===== config.mk =====
export PLATFORM = sky130hd
export DESIGN_NAME = mem_stage_sram_ctrl
export DESIGN_NICKNAME = d
export VERILOG_FILES = /design/src/rtl/mem_stage_sram_ctrl_pkg.sv /design/src/rtl/mem_stage_sram_ctrl_mem_wb.sv /design/src/rtl/mem_stage_sram_ctrl.sv
export SDC_FILE = /design/constraint.sdc
export NUM_CORES = 1
export LEC_CHECK = 0
export BUFFER_PORTS_ARGS = -buffer_cell sky130_fd_sc_hd__buf_2
export CORE_MARGIN = 2
export CORE_UTILIZATION = 52
export DETAILED_ROUTE_END_ITERATION = 8
export PLACE_DENSITY_LB_ADDON = 0.05
export REMOVE_ABC_BUFFERS = 1
export SYNTH_ARGS = -nofsm -noshare
export SYNTH_HDL_FRONTEND = slang
export SYNTH_SLANG_ARGS = --single-unit

===== constraint.sdc =====
create_clock -name clk -period 2.85 [get_ports clk]
set_input_delay 0.1425 -clock clk [delete_from_list [all_inputs] [get_ports clk]]
set_output_delay 0.1425 -clock clk [all_outputs]
set_load 0.01 [all_outputs]

===== src/rtl/mem_stage_sram_ctrl_pkg.sv =====
// Shared types and constants for the memory stage and its MEM/WB register.
package mem_stage_sram_ctrl_pkg;

    localparam int unsigned DATA_W        = 32;
    localparam int unsigned REG_W         = 4;
    localparam int unsigned ADDR_BASE_DEF = 1024;
    localparam int unsigned CNT_W         = 4;

    typedef enum logic [1:0] {
        ST_IDLE   = 2'd0,
        ST_ACCESS = 2'd1,
        ST_DONE   = 2'd2
    } mem_state_e;

    // Byte address to SRAM word index; addresses below the base wrap modulo 2^32.
    function automatic logic [DATA_W-1:0] word_index(
        input logic [DATA_W-1:0] byte_addr,
        input logic [DATA_W-1:0] base
    );
        logic [DATA_W-1:0] offset;
        offset = byte_addr - base;
        return offset >> 2;
    endfunction

endpackage


===== src/rtl/mem_stage_sram_ctrl_mem_wb.sv =====
// MEM/WB pipeline register: load, bubble (squash control bits, hold data) and sync reset.
module mem_wb_reg
    import mem_stage_sram_ctrl_pkg::*;
(
    input  logic              clk,
    input  logic              rst,
    input  logic              load_i,
    input  logic              bubble_i,
    input  logic              wb_en_i,
    input  logic              mem_r_en_i,
    input  logic [DATA_W-1:0] alu_result_i,
    input  logic [DATA_W-1:0] mem_data_i,
    input  logic [REG_W-1:0]  dest_i,
    output logic              wb_en_o,
    output logic              mem_r_en_o,
    output logic [DATA_W-1:0] alu_result_o,
    output logic [DATA_W-1:0] mem_data_o,
    output logic [REG_W-1:0]  dest_o
);

    logic              wb_en_q;
    logic              mem_r_en_q;
    logic [DATA_W-1:0] alu_result_q;
    logic [DATA_W-1:0] mem_data_q;
    logic [REG_W-1:0]  dest_q;

    // Bubble takes priority: control bits cleared, data fields left as they were.
    always_ff @(posedge clk) begin
        if (rst) begin
            wb_en_q      <= 1'b0;
            mem_r_en_q   <= 1'b0;
            alu_result_q <= '0;
            mem_data_q   <= '0;
            dest_q       <= '0;
        end else if (bubble_i) begin
            wb_en_q      <= 1'b0;
            mem_r_en_q   <= 1'b0;
        end else if (load_i) begin
            wb_en_q      <= wb_en_i;
            mem_r_en_q   <= mem_r_en_i;
            alu_result_q <= alu_result_i;
            mem_data_q   <= mem_data_i;
            dest_q       <= dest_i;
        end
    end

    assign wb_en_o      = wb_en_q;
    assign mem_r_en_o   = mem_r_en_q;
    assign alu_result_o = alu_result_q;
    assign mem_data_o   = mem_data_q;
    assign dest_o       = dest_q;

endmodule


===== src/rtl/mem_stage_sram_ctrl.sv =====
// Memory stage: drives a fixed-latency SRAM, stalls upstream while busy, feeds MEM/WB.
//
// state  | meaning
// -------+------------------------------------------------------------
// IDLE   | no access in flight; a memory op here raises freeze at once
// ACCESS | strobe held for WAIT_CYCLES cycles, address/data stable
// DONE   | strobe dropped, load data captured; MEM/WB takes the result
module mem_stage_sram_ctrl
    import mem_stage_sram_ctrl_pkg::*;
#(
    parameter int unsigned ADDR_BASE   = ADDR_BASE_DEF,
    parameter int unsigned SRAM_ADDR_W = 16,
    parameter int unsigned WAIT_CYCLES = 4
) (
    input  logic                   clk,
    input  logic                   rst,
    input  logic                   wb_en_in,
    input  logic                   mem_r_en_in,
    input  logic                   mem_w_en_in,
    input  logic [DATA_W-1:0]      alu_result_in,
    input  logic [DATA_W-1:0]      val_rm_in,
    input  logic [REG_W-1:0]       dest_in,
    output logic                   freeze,
    output logic [SRAM_ADDR_W-1:0] sram_addr,
    output logic [DATA_W-1:0]      sram_wdata,
    input  logic [DATA_W-1:0]      sram_rdata,
    output logic                   sram_we,
    output logic                   sram_re,
    output logic                   wb_en_out,
    output logic                   mem_r_en_out,
    output logic [DATA_W-1:0]      alu_result_out,
    output logic [DATA_W-1:0]      mem_data_out,
    output logic [REG_W-1:0]       dest_out
);

    localparam logic [CNT_W-1:0] LAST_CNT = CNT_W'(WAIT_CYCLES - 1);

    mem_state_e             state_q, state_d;
    logic [CNT_W-1:0]       cnt_q, cnt_d;
    logic [SRAM_ADDR_W-1:0] addr_q, addr_d;
    logic [DATA_W-1:0]      wdata_q, wdata_d;
    logic [DATA_W-1:0]      rdata_q, rdata_d;
    logic                   we_q, we_d;
    logic                   re_q, re_d;

    logic                   mem_en;
    logic                   rd_sel;
    logic [DATA_W-1:0]      word_idx;
    logic                   unused_word_idx;
    logic                   mwb_load;
    logic [DATA_W-1:0]      mwb_mem_data;

    assign mem_en   = mem_r_en_in | mem_w_en_in;
    // Store wins when both enables are set.
    assign rd_sel   = mem_r_en_in & ~mem_w_en_in;
    assign word_idx = word_index(alu_result_in, DATA_W'(ADDR_BASE));
    // Upper index bits beyond the SRAM width are dropped on purpose.
    assign unused_word_idx = ^word_idx;

    // State and access registers.
    always_ff @(posedge clk) begin
        if (rst) begin
            state_q <= ST_IDLE;
            cnt_q   <= '0;
            addr_q  <= '0;
            wdata_q <= '0;
            rdata_q <= '0;
            we_q    <= 1'b0;
            re_q    <= 1'b0;
        end else begin
            state_q <= state_d;
            cnt_q   <= cnt_d;
            addr_q  <= addr_d;
            wdata_q <= wdata_d;
            rdata_q <= rdata_d;
            we_q    <= we_d;
            re_q    <= re_d;
        end
    end

    // Next-state, strobe and stall decisions.
    always_comb begin
        state_d      = state_q;
        cnt_d        = cnt_q;
        addr_d       = addr_q;
        wdata_d      = wdata_q;
        rdata_d      = rdata_q;
        we_d         = we_q;
        re_d         = re_q;
        freeze       = 1'b0;
        mwb_load     = 1'b0;
        mwb_mem_data = '0;
        case (state_q)
            ST_IDLE: begin
                if (mem_en) begin
                    freeze  = 1'b1;
                    addr_d  = word_idx[SRAM_ADDR_W-1:0];
                    wdata_d = val_rm_in;
                    we_d    = mem_w_en_in;
                    re_d    = rd_sel;
                    cnt_d   = '0;
                    state_d = ST_ACCESS;
                end else begin
                    mwb_load = 1'b1;
                end
            end
            ST_ACCESS: begin
                freeze = 1'b1;
                cnt_d  = cnt_q + 1'b1;
                if (cnt_q == LAST_CNT) begin
                    if (re_q) begin
                        rdata_d = sram_rdata;
                    end
                    we_d    = 1'b0;
                    re_d    = 1'b0;
                    state_d = ST_DONE;
                end
            end
            ST_DONE: begin
                mwb_load     = 1'b1;
                mwb_mem_data = rdata_q;
                state_d      = ST_IDLE;
            end
            default: begin
                state_d = ST_IDLE;
            end
        endcase
    end

    assign sram_addr  = addr_q;
    assign sram_wdata = wdata_q;
    assign sram_we    = we_q;
    assign sram_re    = re_q;

    mem_wb_reg u_mem_wb (
        .clk          (clk),
        .rst          (rst),
        .load_i       (mwb_load),
        .bubble_i     (freeze),
        .wb_en_i      (wb_en_in),
        .mem_r_en_i   (rd_sel),
        .alu_result_i (alu_result_in),
        .mem_data_i   (mwb_mem_data),
        .dest_i       (dest_in),
        .wb_en_o      (wb_en_out),
        .mem_r_en_o   (mem_r_en_out),
        .alu_result_o (alu_result_out),
        .mem_data_o   (mem_data_out),
        .dest_o       (dest_out)
    );

endmodule

After elaboration in Yosys (flattened, before gate mapping)
Cells that the tools add are included.
W data, S select, Z words.
{"block": "totals", "in_bits": 105, "wordCells": 47, "out_inout_bits": 121, "reg_bits": 158}
{"block": "classes", "mux": 15, "addsub": 2, "n_reduce_logical": 9, "n_bitwise": 4, "eq_ne": 5}
{"operator": "$mux W32", "n": 1}
{"operator": "$sub A18 B11 Y18 const B", "n": 1}
{"operator": "$pmux W1 S2", "n": 4}
{"operator": "$pmux W4 S2", "n": 1}
{"operator": "$reduce_and A2 Y1", "n": 4}
{"operator": "$reduce_and A3 Y1", "n": 2}
{"operator": "$mux W1", "n": 5}
{"operator": "$add A4 B1 Y4 const B", "n": 1}
{"operator": "$eq A4 B2 Y1 const B", "n": 1}
{"operator": "$mux W2", "n": 2}
{"operator": "$mux W4", "n": 1}
{"operator": "$ne A2 B2 Y1 const B", "n": 2}
{"operator": "$pmux W2 S2", "n": 1}
{"operator": "$eq A2 B1 Y1 const B", "n": 1}
{"operator": "$eq A2 B2 Y1 const B", "n": 1}
{"operator": "$logic_not A2 Y1", "n": 1}
{"operator": "$not A1 Y1", "n": 2}
{"operator": "$reduce_bool A2 Y1", "n": 1}
{"operator": "$reduce_or A2 Y1", "n": 1}
{"operator": "$and A1 B1 Y1", "n": 1}
{"operator": "$or A1 B1 Y1", "n": 1}

Logic depth before layout (Yosys ltp)
Gate-level depths: netlist of the first run.
{"block": "logic_depth", "ltp_word": 5, "ltp_mapped": 8, "ltp_nobuf": 5}

Cells and area by module
From an unflattened synthesis of the first run, not the netlist that was laid out.
{"block": "unflattened", "cells_unflattened": 754, "hier_area_um2": 6819.0}
{"mod": "mem_stage_sram_ctrl", "seq_area_each_um2": 1761.7, "cells_per_inst": 438, "instances": 1, "area_per_inst_um2": 3565.9}
{"mod": "mem_wb_reg", "seq_area_each_um2": 1401.3, "cells_per_inst": 316, "instances": 1, "area_per_inst_um2": 3253.1}

Least setup slack after synthesis of the first run
OpenSTA, ideal clock, no wires.
{"block": "synth_path", "kind": "reg2reg", "startpoint": "register cnt_q[0]", "endpoint": "register rdata_q[10]", "synth_period_minus_slack_ps": 1467, "required_time_ps": 2780, "slack_ps": 1383, "setup_ps": 70, "path_buffers": 2, "path_stages_with_launch": 8, "arrival_ps": 1396, "cell_sequence": "dfxtp_1 ha_1 nor3b_1 and3_1 buf_4 buf_6 nand2_1 a21oi_1"}
{"block": "synth_between", "elab_chain_len": 2}
{"item": "start, declared", "line": "mem_stage_sram_ctrl.sv:39", "source": "logic [CNT_W-1:0] cnt_q, cnt_d;"}
{"item": "start signal, assigned", "line": "mem_stage_sram_ctrl.sv:72", "source": "cnt_q <= cnt_d;"}
{"item": "$eq A4 B2 Y1", "line": "mem_stage_sram_ctrl.sv:110", "source": "if (cnt_q == LAST_CNT) begin"}
{"item": "$reduce_and A3 Y1 (no line)"}
{"item": "end signal, assigned", "line": "mem_stage_sram_ctrl.sv:75", "source": "rdata_q <= rdata_d;"}
{"item": "end, declared", "line": "mem_stage_sram_ctrl.sv:42", "source": "logic [DATA_W-1:0] rdata_q, rdata_d;"}
No other way between the ends.
A chain may end at the register's enable or synchronous reset.

Final worst setup path of the first run
{"block": "layout_path", "startpoint": "register state_q[0]", "endpoint": "register rdata_q[18]"}
{"block": "layout_between", "elab_chain_len": 2}
{"item": "start, declared", "line": "mem_stage_sram_ctrl.sv:38", "source": "mem_state_e state_q, state_d;"}
{"item": "start signal, assigned", "line": "mem_stage_sram_ctrl.sv:71", "source": "state_q <= state_d;"}
{"item": "$eq A2 B1 Y1", "line": "mem_stage_sram_ctrl.sv:93", "source": "case (state_q)"}
{"item": "$reduce_and A3 Y1 (no line)"}
No other way between the ends.

==> flow_metrics.tcl, run 1 <==
set metrics [dict create \
    design.portCount 226 \
    first_global_vias 5655 \
    first_pass_grt_wire_length_um 25900 \
    final_cycle_utilization_of_the_critical_path 0.850 \
    clock_transition_at_the_registers_of_the_reported_paths_ps 70 \
    route.antenna.remaining_nets 0 \
    design.die.area_mm2 0.0116 \
    crit_path_end_kind "flip-flop" \
    worst-endpoint-required_ps 3320 \
    coreArea_mm2 0.0104 \
    placementRows 37 \
    synthCells 677 \
    yosysTopAreaCellShare 0.564 \
    r2r_setup_slack_ps 430 \
    place.gp.congestion 0.826 \
    firstDrtPassIters 4 \
    max_cap_viol_count 0 \
    report.final.setup_viol 0 \
    worst_skew_pair_later_pin_latency_ps 520 \
    dp_hpwl_um 9770 \
    critPathLaunchType "flip-flop" \
    finalClockSkew_ps 8.53 \
    timing_worst_slew_pin_value_ps 909 \
    min_path_type "in -> reg" \
    maximum_number_of_pins_on_one_net_before_global_route_repair 82 \
    routedWlPerCell_um 14.6 \
    grt_remaining_overflow 0 \
    setup_tns_ps 0 \
    ys_seq_elements 158 \
    post-synth-top-count-cell "sky130_fd_sc_hd__nand2_1" \
    route.final.wire_length_um 16500 \
    grt_setup_unrepaired "no" \
    netlist_top_cells_area "sky130_fd_sc_hd__dfxtp_1 56%, sky130_fd_sc_hd__nand2_1 15%, sky130_fd_sc_hd__a21oi_1 10%, sky130_fd_sc_hd__a22oi_1 4.4%, sky130_fd_sc_hd__nor2_1 3.3%" \
    outcome "completed" \
    finalMaxSlewViolations 0 \
    crit_fanout 32 \
    synth_area_mm2 0.00561 \
    relSlewSlack 0.393 \
    netlist.top_cell.by_area "sky130_fd_sc_hd__dfxtp_1" \
    chipHeight_um 108 \
    final_hold_viol_count 0 \
    post_route_drc 0 \
    worst-setup-path-type "reg -> reg" \
    fmax_ghz 0.413 \
    initial_core_util 0.538 \
    total_via_count_in_the_routed_design 5803 \
    area.growth.synth_to_final_pct 49.9 \
    die_x_um 108 \
    final_layout_size_suffix_gt1_frac 0.279 \
    antenna_found_initial 0 \
    cts_tree "built" \
    syn_area_per_cell_um2 8.28 \
    synth_sequential_area_ratio 0.564 \
    total_power_w 0.00517 \
    cts.sinks 158 \
    drt-initial-drc-count 476 \
    power.ir.vdd_worst_uv 477 \
    ys.warnings.count 0 \
    routed_via_density 5.13 \
    total_leakage_power_nw 3.70 \
    grt_total_usage 0.283 \
    crit_arrival_ps 2890 \
    synth-edff-count 0 \
    max-clock-path-buffers 2 \
    place.port_buffers 225 \
    dominantRegCellSynth "sky130_fd_sc_hd__dfxtp_1" \
    clock-root-buffer "sky130_fd_sc_hd__clkbuf_8" \
    ys_top_cells_by_count "222 x sky130_fd_sc_hd__nand2_1, 158 x sky130_fd_sc_hd__dfxtp_1, 113 x sky130_fd_sc_hd__a21oi_1, 49 x sky130_fd_sc_hd__nor2_1, 33 x sky130_fd_sc_hd__a22oi_1" \
    num-nets-final 1089 \
    count_of_distinct_cell_types_in_the_synthesized_netlist 33 \
    fin_crit_ps 2420 \
    asyncSetResetFlopFracSynth 0 \
    cts_inserted_buffers 17 \
    power.density_mw_per_mm2 615 \
    cts_htree_levels 4 \
]
-- routing by layer --
metal  GRT usage  share of wire  up-vias
li1            -              -     2843
met1       0.314           0.39     2667
met2       0.487           0.50      236
met3      0.0805          0.067       57
met4       0.156          0.040        0
met5           0              0        -
-- registers in the layout, indices dropped and copies added, names as in the netlist --
| name | cells |
|---|---|
| cnt_q | 4 |
| u_mem_wb.wb_en_o | 1 |
| u_mem_wb.mem_r_en_o | 1 |
| sram_wdata | 32 |
| rdata_q | 32 |
| sram_addr | 16 |
| sram_we | 1 |
| u_mem_wb.dest_o | 4 |
| u_mem_wb.mem_data_o | 32 |
| sram_re | 1 |
| u_mem_wb.alu_result_o | 32 |
| state_q | 2 |
-- worst max-delay path, cell delays in order (launching register included) --
cell and delay [ps]:
sky130_fd_sc_hd__dfxtp_1 540, sky130_fd_sc_hd__nor2b_1 460, sky130_fd_sc_hd__and3_1 220, sky130_fd_sc_hd__buf_4 330
sky130_fd_sc_hd__nand2_1 110, sky130_fd_sc_hd__a21oi_1 150, sky130_fd_sc_hd__dlygate4sd3_1 560
-- cell usage in the layout (no fill, tap or decap), types with 2 or more instances in the layout --
cell type | Yosys | routed
sky130_fd_sc_hd__a211oi_1 | 6 | 6
sky130_fd_sc_hd__a21oi_1 | 113 | 113
sky130_fd_sc_hd__a22oi_1 | 33 | 33
sky130_fd_sc_hd__buf_2 | 18 | 224
sky130_fd_sc_hd__buf_4 | 2 | 10
sky130_fd_sc_hd__bufinv_16 | 0 | 3
sky130_fd_sc_hd__clkbuf_16 | 0 | 16
sky130_fd_sc_hd__clkinv_2 | 0 | 2
sky130_fd_sc_hd__clkinv_4 | 0 | 2
sky130_fd_sc_hd__clkinvlp_4 | 0 | 3
sky130_fd_sc_hd__dfxtp_1 | 158 | 158
sky130_fd_sc_hd__dlygate4sd3_1 | 0 | 104
sky130_fd_sc_hd__ha_1 | 2 | 2
sky130_fd_sc_hd__inv_1 | 3 | 3
sky130_fd_sc_hd__inv_6 | 0 | 5
sky130_fd_sc_hd__mux2i_1 | 2 | 2
sky130_fd_sc_hd__nand2_1 | 222 | 222
sky130_fd_sc_hd__nand3_1 | 3 | 3
sky130_fd_sc_hd__nor2_1 | 49 | 49
sky130_fd_sc_hd__nor2b_1 | 4 | 3
sky130_fd_sc_hd__nor3_1 | 3 | 3
sky130_fd_sc_hd__nor3b_1 | 3 | 3
sky130_fd_sc_hd__o21ai_0 | 3 | 3
sky130_fd_sc_hd__or2_2 | 3 | 3
sky130_fd_sc_hd__xnor2_1 | 2 | 2
sky130_fd_sc_hd__xor2_1 | 3 | 3
-- logic make-up (layout without fill, tap and decap cells) --
family / after synthesis / after routing / share of synthesized area
AOI/OAI and AO/OA: 161 / 161 / 0.166
buffers and inverters: 56 / 374 / 0.0469
muxes: 2 / 2 / 0.00357
and+or+nand+nor: 293 / 293 / 0.208
adders and majority gates: 2 / 2 / 0.00446
other: 0 / 1 / 0
xor gates and xnor gates: 5 / 5 / 0.00781
DFF: 158 / 158 / 0.564
-- cell type report --
class,instances,area [um^2]
flip-flops and latches,158,3160
clock inverters,15,184
diodes,1,2.50
fillers,702,2010
multi-input cells,463,2200
well taps,136,170
clock buffers,17,414
repair buffers,339,2260
inverters,3,11.3
-- where the power goes --
part           switching, W  internal [W]
Sequential        0.0000432       0.00229
Clock              0.000917       0.00135
Combinational      0.000303      0.000271
Total               0.00126       0.00391
-- worst paths after layout --
check                                  from                        end  cells past startpoint
setup / recovery                 state_q[0]                rdata_q[18]                      6
hold / removal                  mem_r_en_in                    sram_re                      4
setup reg to reg                 state_q[0]                rdata_q[18]                      6
hold reg to reg   u_mem_wb.alu_result_o[26]  u_mem_wb.alu_result_o[26]                      2
-- metrics by stage --
stage	std cells	hold slack (ps)	setup WS (ps)	instance area, um^2	utilization
6_report	1132	110	428	8400	0.807
4_1_cts	1131	83.7	508	8400	0.807
2_1_floorplan	624	207	354	5360	-
3_3_place_gp	995	381	1030	6760	0.649
3_5_place_dp	995	389	976	6760	0.649
5_1_grt	1131	108	279	8400	0.807
-- what timing repair did --
| action | CTS | global route |
|---|---|---|
| hold buffers | 104 | 0 |
| gates resized for setup | 0 | 0 |
| buffers inserted | 0 | 0 |
| hold endpoints to repair | 120 | 0 |
Power figures use the tool's default switching activity.
==> run 2: changes to the inputs <==
--- a/config.mk
+++ b/config.mk
@@ -7,7 +7,7 @@
 export LEC_CHECK = 0
 export BUFFER_PORTS_ARGS = -buffer_cell sky130_fd_sc_hd__buf_2
 export CORE_MARGIN = 2
-export CORE_UTILIZATION = 52
+export CORE_UTILIZATION = 48
 export DETAILED_ROUTE_END_ITERATION = 8
 export PLACE_DENSITY_LB_ADDON = 0.05
 export REMOVE_ABC_BUFFERS = 1
==> constraint.sdc (replaced) <==
create_clock -name clk -period 2.29 [get_ports clk]
set_input_delay 0.1145 -clock clk [delete_from_list [all_inputs] [get_ports clk]]
set_output_delay 0.1145 -clock clk [all_outputs]
set_load 0.01 [all_outputs]
==> run 2 against run 1 <==
Sequential share of layout area up 0.20 points. Register-to-register slack worse by 70 ps. Core utilization down 7.5 points. Flip-flop and latch count unchanged.
==> flow_metrics.tcl, run 2 (synthesized netlist as in run 1, its figures left out) <==
set metrics [dict create \
    min_path_type "in -> reg" \
    crit_arrival_ps 2290 \
    max-clock-path-buffers 2 \
    drt-initial-drc-count 346 \
    critPathMaxStageDelay_ps 820 \
    design.die.area_mm2 0.0126 \
    post_route_drc 0 \
    worst-endpoint-required_ps 2630 \
    place.port_buffers 225 \
    cts_resized 0 \
    num-nets-final 1085 \
    final_layout_size_suffix_gt1_frac 0.273 \
    groute.layer.met1.usage 0.290 \
    met3_track_utilization_from_global_routing 0.0653 \
    total_via_count_in_the_routed_design 5643 \
    timing_worst_slew_pin_value_ps 1040 \
    power.ir.vdd_worst_uv 617 \
    worst-setup-path-type "in -> reg" \
    final_cycle_utilization_of_the_critical_path 0.855 \
    grt_util_met2 0.429 \
    place.gp.congestion 0.789 \
    grt_total_usage 0.250 \
    antennaDiodeCount 0 \
    cts_inserted_buffers 17 \
    maximum_number_of_pins_on_one_net_before_global_route_repair 159 \
    chipHeight_um 112 \
    crit_path_end_kind "flip-flop" \
    dp_hpwl_um 9310 \
    postPlaceCellArea_mm2 0.00678 \
    cts_post_setup_buffers_inserted 0 \
    placementRows 39 \
    layout_setup_ws_ps 331 \
    total_power_w 0.00625 \
    routed_via_density 4.98 \
    finalMaxSlewViolations 0 \
    firstDrtPassIters 5 \
    power.density_mw_per_mm2 748 \
    initial_core_util 0.491 \
    design.portCount 226 \
    worst_path_max_delay_cell "sky130_fd_sc_hd__o21bai_4" \
    layout.cells.most_common_list "224 x sky130_fd_sc_hd__buf_2, 222 x sky130_fd_sc_hd__nand2_1, 158 x sky130_fd_sc_hd__dfxtp_1" \
    most_common_cell_after_layout_fill_and_taps_aside "sky130_fd_sc_hd__buf_2" \
    cts_tree "built" \
    routedWlPerCell_um 14.1 \
    fin_crit_ps 1960 \
    worst-path-buf-inv 3 \
    clock_transition_at_the_registers_of_the_reported_paths_ps 60 \
    path_delay_family "buffers and inverters" \
    worst_skew_pair_later_pin_latency_ps 410 \
    final_hold_viol_count 0 \
    total_leakage_power_nw 3.68 \
    first_pass_grt_wire_length_um 25400 \
    first_global_vias 5393 \
    setup_tns_ps 0 \
    final_cell_area_mm2 0.00836 \
    hold-worst-slack_ps 246 \
    critPathLaunchType "input pin" \
    grt_remaining_overflow 0 \
    cts_htree_levels 4 \
    grt_setup_unrepaired "no" \
    route.final.wire_length_um 16000 \
    max_cap_viol_count 0 \
    fmax_ghz 0.511 \
    dp_slack_ps 361 \
    finalClockSkew_ps 4.62 \
    report.final.setup_viol 0 \
    cts.sinks 158 \
    coreArea_mm2 0.0114 \
    outcome "completed" \
    clock-root-buffer "sky130_fd_sc_hd__clkbuf_16" \
    ctsHoldBuffers 102 \
    crit_fanout 37 \
    fillerInstances 875 \
    antenna_found_initial 0 \
    relSlewSlack 0.302 \
    route.antenna.remaining_nets 0 \
    die_x_um 112 \
    worstPathCellList "dlygate4sd3_1, buf_2, nor2_1, o21bai_4, buf_12, nand2_1, a21oi_1" \
    area.growth.synth_to_final_pct 49.1 \
    grt_most_used_layer "met2" \
]
-- run 2: final cells by class --
| cell class | count | area [um^2] | area share |
|---|---|---|---|
| inverters | 3 | 11.3 | 0.00135 |
| flip-flops and latches | 158 | 3160 | 0.378 |
| multi-input cells | 463 | 2200 | 0.263 |
| well taps | 143 | 179 | 0.0214 |
| repair buffers | 335 | 2250 | 0.269 |
| clock inverters | 6 | 57.6 | 0.00689 |
| clock buffers | 26 | 499 | 0.0597 |
-- run 2: path summary, 6_finish.rpt --
check	from	end	slack, ps	cells after the start
setup / recovery	mem_w_en_in	u_mem_wb.alu_result_o[21]	330	7
hold / removal	mem_r_en_in	u_mem_wb.mem_r_en_o	250	4
setup reg to reg	state_q[0]	rdata_q[14]	360	5
hold reg to reg	sram_addr[4]	sram_addr[4]	450	2
-- run 2: stage by stage --
stage          std cells  utilization
2_1_floorplan        624            -
3_3_place_gp        1000        0.594
3_5_place_dp        1000        0.594
4_1_cts             1134        0.732
5_1_grt             1134        0.732
6_report            1134        0.732
-- run 2: routing by layer --
layer  vias to the layer above  part of all wire
met5                         -                 0
met4                         0             0.029
met3                        35             0.061
met2                       200              0.51
met1                      2575              0.40
li1                       2833                 -
-- run 2: tightest hold or removal path: cells and delay by family --
family	cells	cell delay (ps)
compound gates	1	160
buf+inv	1	130
simple gates	2	200
-- run 2: power by group --
part           switching (W)  leakage [nW]  internal (W)  total (W)
logic               0.000371          2.12      0.000342   0.000713
registers          0.0000535          1.29       0.00285    0.00290
clock network        0.00103         0.274       0.00160    0.00263
==> run 3: changes to the inputs <==
--- a/config.mk
+++ b/config.mk
@@ -6,8 +6,10 @@
 export NUM_CORES = 1
 export LEC_CHECK = 0
 export BUFFER_PORTS_ARGS = -buffer_cell sky130_fd_sc_hd__buf_2
+export CELL_PAD_IN_SITES_DETAIL_PLACEMENT = 1
+export CELL_PAD_IN_SITES_GLOBAL_PLACEMENT = 1
 export CORE_MARGIN = 2
-export CORE_UTILIZATION = 48
+export CORE_UTILIZATION = 34
 export DETAILED_ROUTE_END_ITERATION = 8
 export PLACE_DENSITY_LB_ADDON = 0.05
 export REMOVE_ABC_BUFFERS = 1
==> run 3 against run 2 <==
Global-route usage decreased by 3.6 points. Clock power is 8.0% higher. Power is 3.7% higher. Sequential share of layout area shrank 0.86 points. Sequential power about the same. Via count grew 2.6%. Cell count rose by 7.1%. Worst hold slack got worse by 220 ps. Core utilization fell by 20 points. Maximum frequency down 0.55%. Critical path type unchanged.
==> flow_metrics.tcl, run 3 (synthesized netlist as in run 1, its figures left out) <==
set metrics [dict create \
    post_route_drc 0 \
    seq_power_share 0.448 \
    fin_crit_ps 1970 \
    dp_slack_ps 388 \
    internal_power_w 0.00490 \
    routedWlPerCell_um 15.3 \
    dp_hpwl_um 12000 \
    antenna_found_initial 0 \
    route.antenna.remaining_nets 0 \
    most_common_cell_after_layout_fill_and_taps_aside "sky130_fd_sc_hd__buf_2" \
    first_pass_grt_wire_length_um 30400 \
    postPlaceCellArea_mm2 0.00694 \
    layout.cells.most_common_list "224 x sky130_fd_sc_hd__buf_2, 222 x sky130_fd_sc_hd__nand2_1, 158 x sky130_fd_sc_hd__dfxtp_1" \
    cts_post_setup_buffers_inserted 0 \
    worst-endpoint-required_ps 2640 \
    finalMaxSlewViolations 0 \
    worst-setup-path-type "in -> reg" \
    relSlewSlack 0.319 \
    chipHeight_um 132 \
    final_cycle_utilization_of_the_critical_path 0.860 \
    outcome "completed" \
    critical_path.reg2reg.startpoint "state_q[0]" \
    cts_resized 0 \
    power.ir.vdd_worst_uv 506 \
    report.final.setup_viol 0 \
    net-switching-power_w 0.00158 \
    pwr-share-comb 0.114 \
    grt_setup_unrepaired "no" \
    max-clock-path-buffers 2 \
    holdCritStartpoint "alu_result_in[14]" \
    final_cell_area_mm2 0.00855 \
    final_layout_size_suffix_gt1_frac 0.285 \
    cts_inserted_buffers 17 \
    die_x_um 132 \
    power.density_mw_per_mm2 758 \
    worst_skew_pair_later_pin_latency_ps 420 \
    grt_remaining_overflow 0 \
    fillerInstances 1945 \
    place.port_buffers 225 \
    crit_fanout 38 \
    crit_path_start "mem_w_en_in" \
    clock-root-buffer "sky130_fd_sc_hd__clkbuf_16" \
    timing_worst_slew_pin_value_ps 1020 \
    final_hold_viol_count 0 \
    grt_total_usage 0.214 \
    clock_transition_at_the_registers_of_the_reported_paths_ps 60 \
    min_path_type "in -> reg" \
    crit_path_end_kind "flip-flop" \
    drt-initial-drc-count 189 \
    area.growth.synth_to_final_pct 52.5 \
    coreArea_mm2 0.0160 \
    crit_arrival_ps 2320 \
    placementRows 46 \
    max_cap_viol_count 0 \
    antennaDiodeCount 0 \
    routed_via_density 4.77 \
    total_via_count_in_the_routed_design 5790 \
    cts_htree_levels 4 \
    num-nets-final 1092 \
    layout_setup_ws_ps 320 \
    fmax_ghz 0.508 \
    design.portCount 226 \
    firstDrtPassIters 4 \
    cts_tree "built" \
    power.clock.fraction 0.439 \
    finalClockSkew_ps 7.18 \
    cts.sinks 158 \
    ctsHoldBuffers 101 \
    place.gp.congestion 0.781 \
    first_global_vias 6103 \
    finalCoreUtilization 0.535 \
    power.switching_fraction 0.244 \
    total_leakage_power_nw 3.72 \
    maximum_number_of_pins_on_one_net_before_global_route_repair 57 \
    route.final.wire_length_um 18500 \
    initial_core_util 0.350 \
    critPathLaunchType "input pin" \
    design.die.area_mm2 0.0175 \
]
-- run 3: changes by cell type in the layout (fill, tap and decap cells not counted), moves of 2 or more --
cell,previous run,this run
sky130_fd_sc_hd__buf_4,6,14
sky130_fd_sc_hd__clkbuf_1,5,0
sky130_fd_sc_hd__clkinvlp_4,1,4
sky130_fd_sc_hd__clkinv_2,4,2
sky130_fd_sc_hd__clkinv_4,0,2
sky130_fd_sc_hd__inv_6,0,2
-- run 3: cell type report --
| class | count | area [um^2] | share of cell area |
|---|---|---|---|
| flip-flops and latches | 158 | 3160 | 0.370 |
| repair buffers | 342 | 2300 | 0.269 |
| multi-input cells | 463 | 2210 | 0.258 |
| clock buffers | 20 | 467 | 0.0546 |
| well taps | 216 | 270 | 0.0316 |
| clock inverters | 12 | 135 | 0.0158 |
| inverters | 3 | 11.3 | 0.00132 |
-- run 3: final timing paths --
| check | slack [ps] | to | depth (start not counted) |
|---|---|---|---|
| worst max-delay path | 320 | u_mem_wb.alu_result_o[23] | 7 |
| worst min-delay path | 30 | u_mem_wb.alu_result_o[14] | 3 |
| worst max register to register | 400 | rdata_q[19] | 5 |
| worst min register to register | 450 | u_mem_wb.alu_result_o[13] | 2 |
-- run 3: stage by stage --
stage / hold WS (ps) / power, W / setup TNS [ps] / std cells
global placement: 354 / 0.00353 / 0 / 1081
floorplan: 179 / 0.00321 / -6420 / 624
detailed placement: 364 / 0.00357 / 0 / 1081
global route: 38.5 / 0.00676 / 0 / 1214
CTS: 0.961 / 0.00655 / 0 / 1214
finish: 29.0 / 0.00648 / 0 / 1214
-- run 3: layer usage --
layer	up-vias	wire (um)	GRT usage
met2	154	9490	0.385
met4	0	365	0.0747
met3	22	1030	0.0609
li1	2853	-	-
met5	-	0	0
met1	2761	7650	0.242
-- run 3: critical path, cell delays in order --
cell	delay [ps]
sky130_fd_sc_hd__dlygate4sd3_1	520
sky130_fd_sc_hd__buf_2	180
sky130_fd_sc_hd__nor2_1	130
sky130_fd_sc_hd__o21bai_4	800
sky130_fd_sc_hd__buf_4	320
sky130_fd_sc_hd__nand2_1	80
sky130_fd_sc_hd__a21oi_1	150
-- run 3: power groups by stage --
stage,Combinational (W),Sequential [W],Clock (W)
CTS,0.000741,0.00290,0.00291
finish,0.000737,0.00290,0.00284
floorplan,0.000200,0.00301,0
global route,0.000815,0.00291,0.00303
detailed placement,0.000602,0.00296,0
global placement,0.000577,0.00296,0
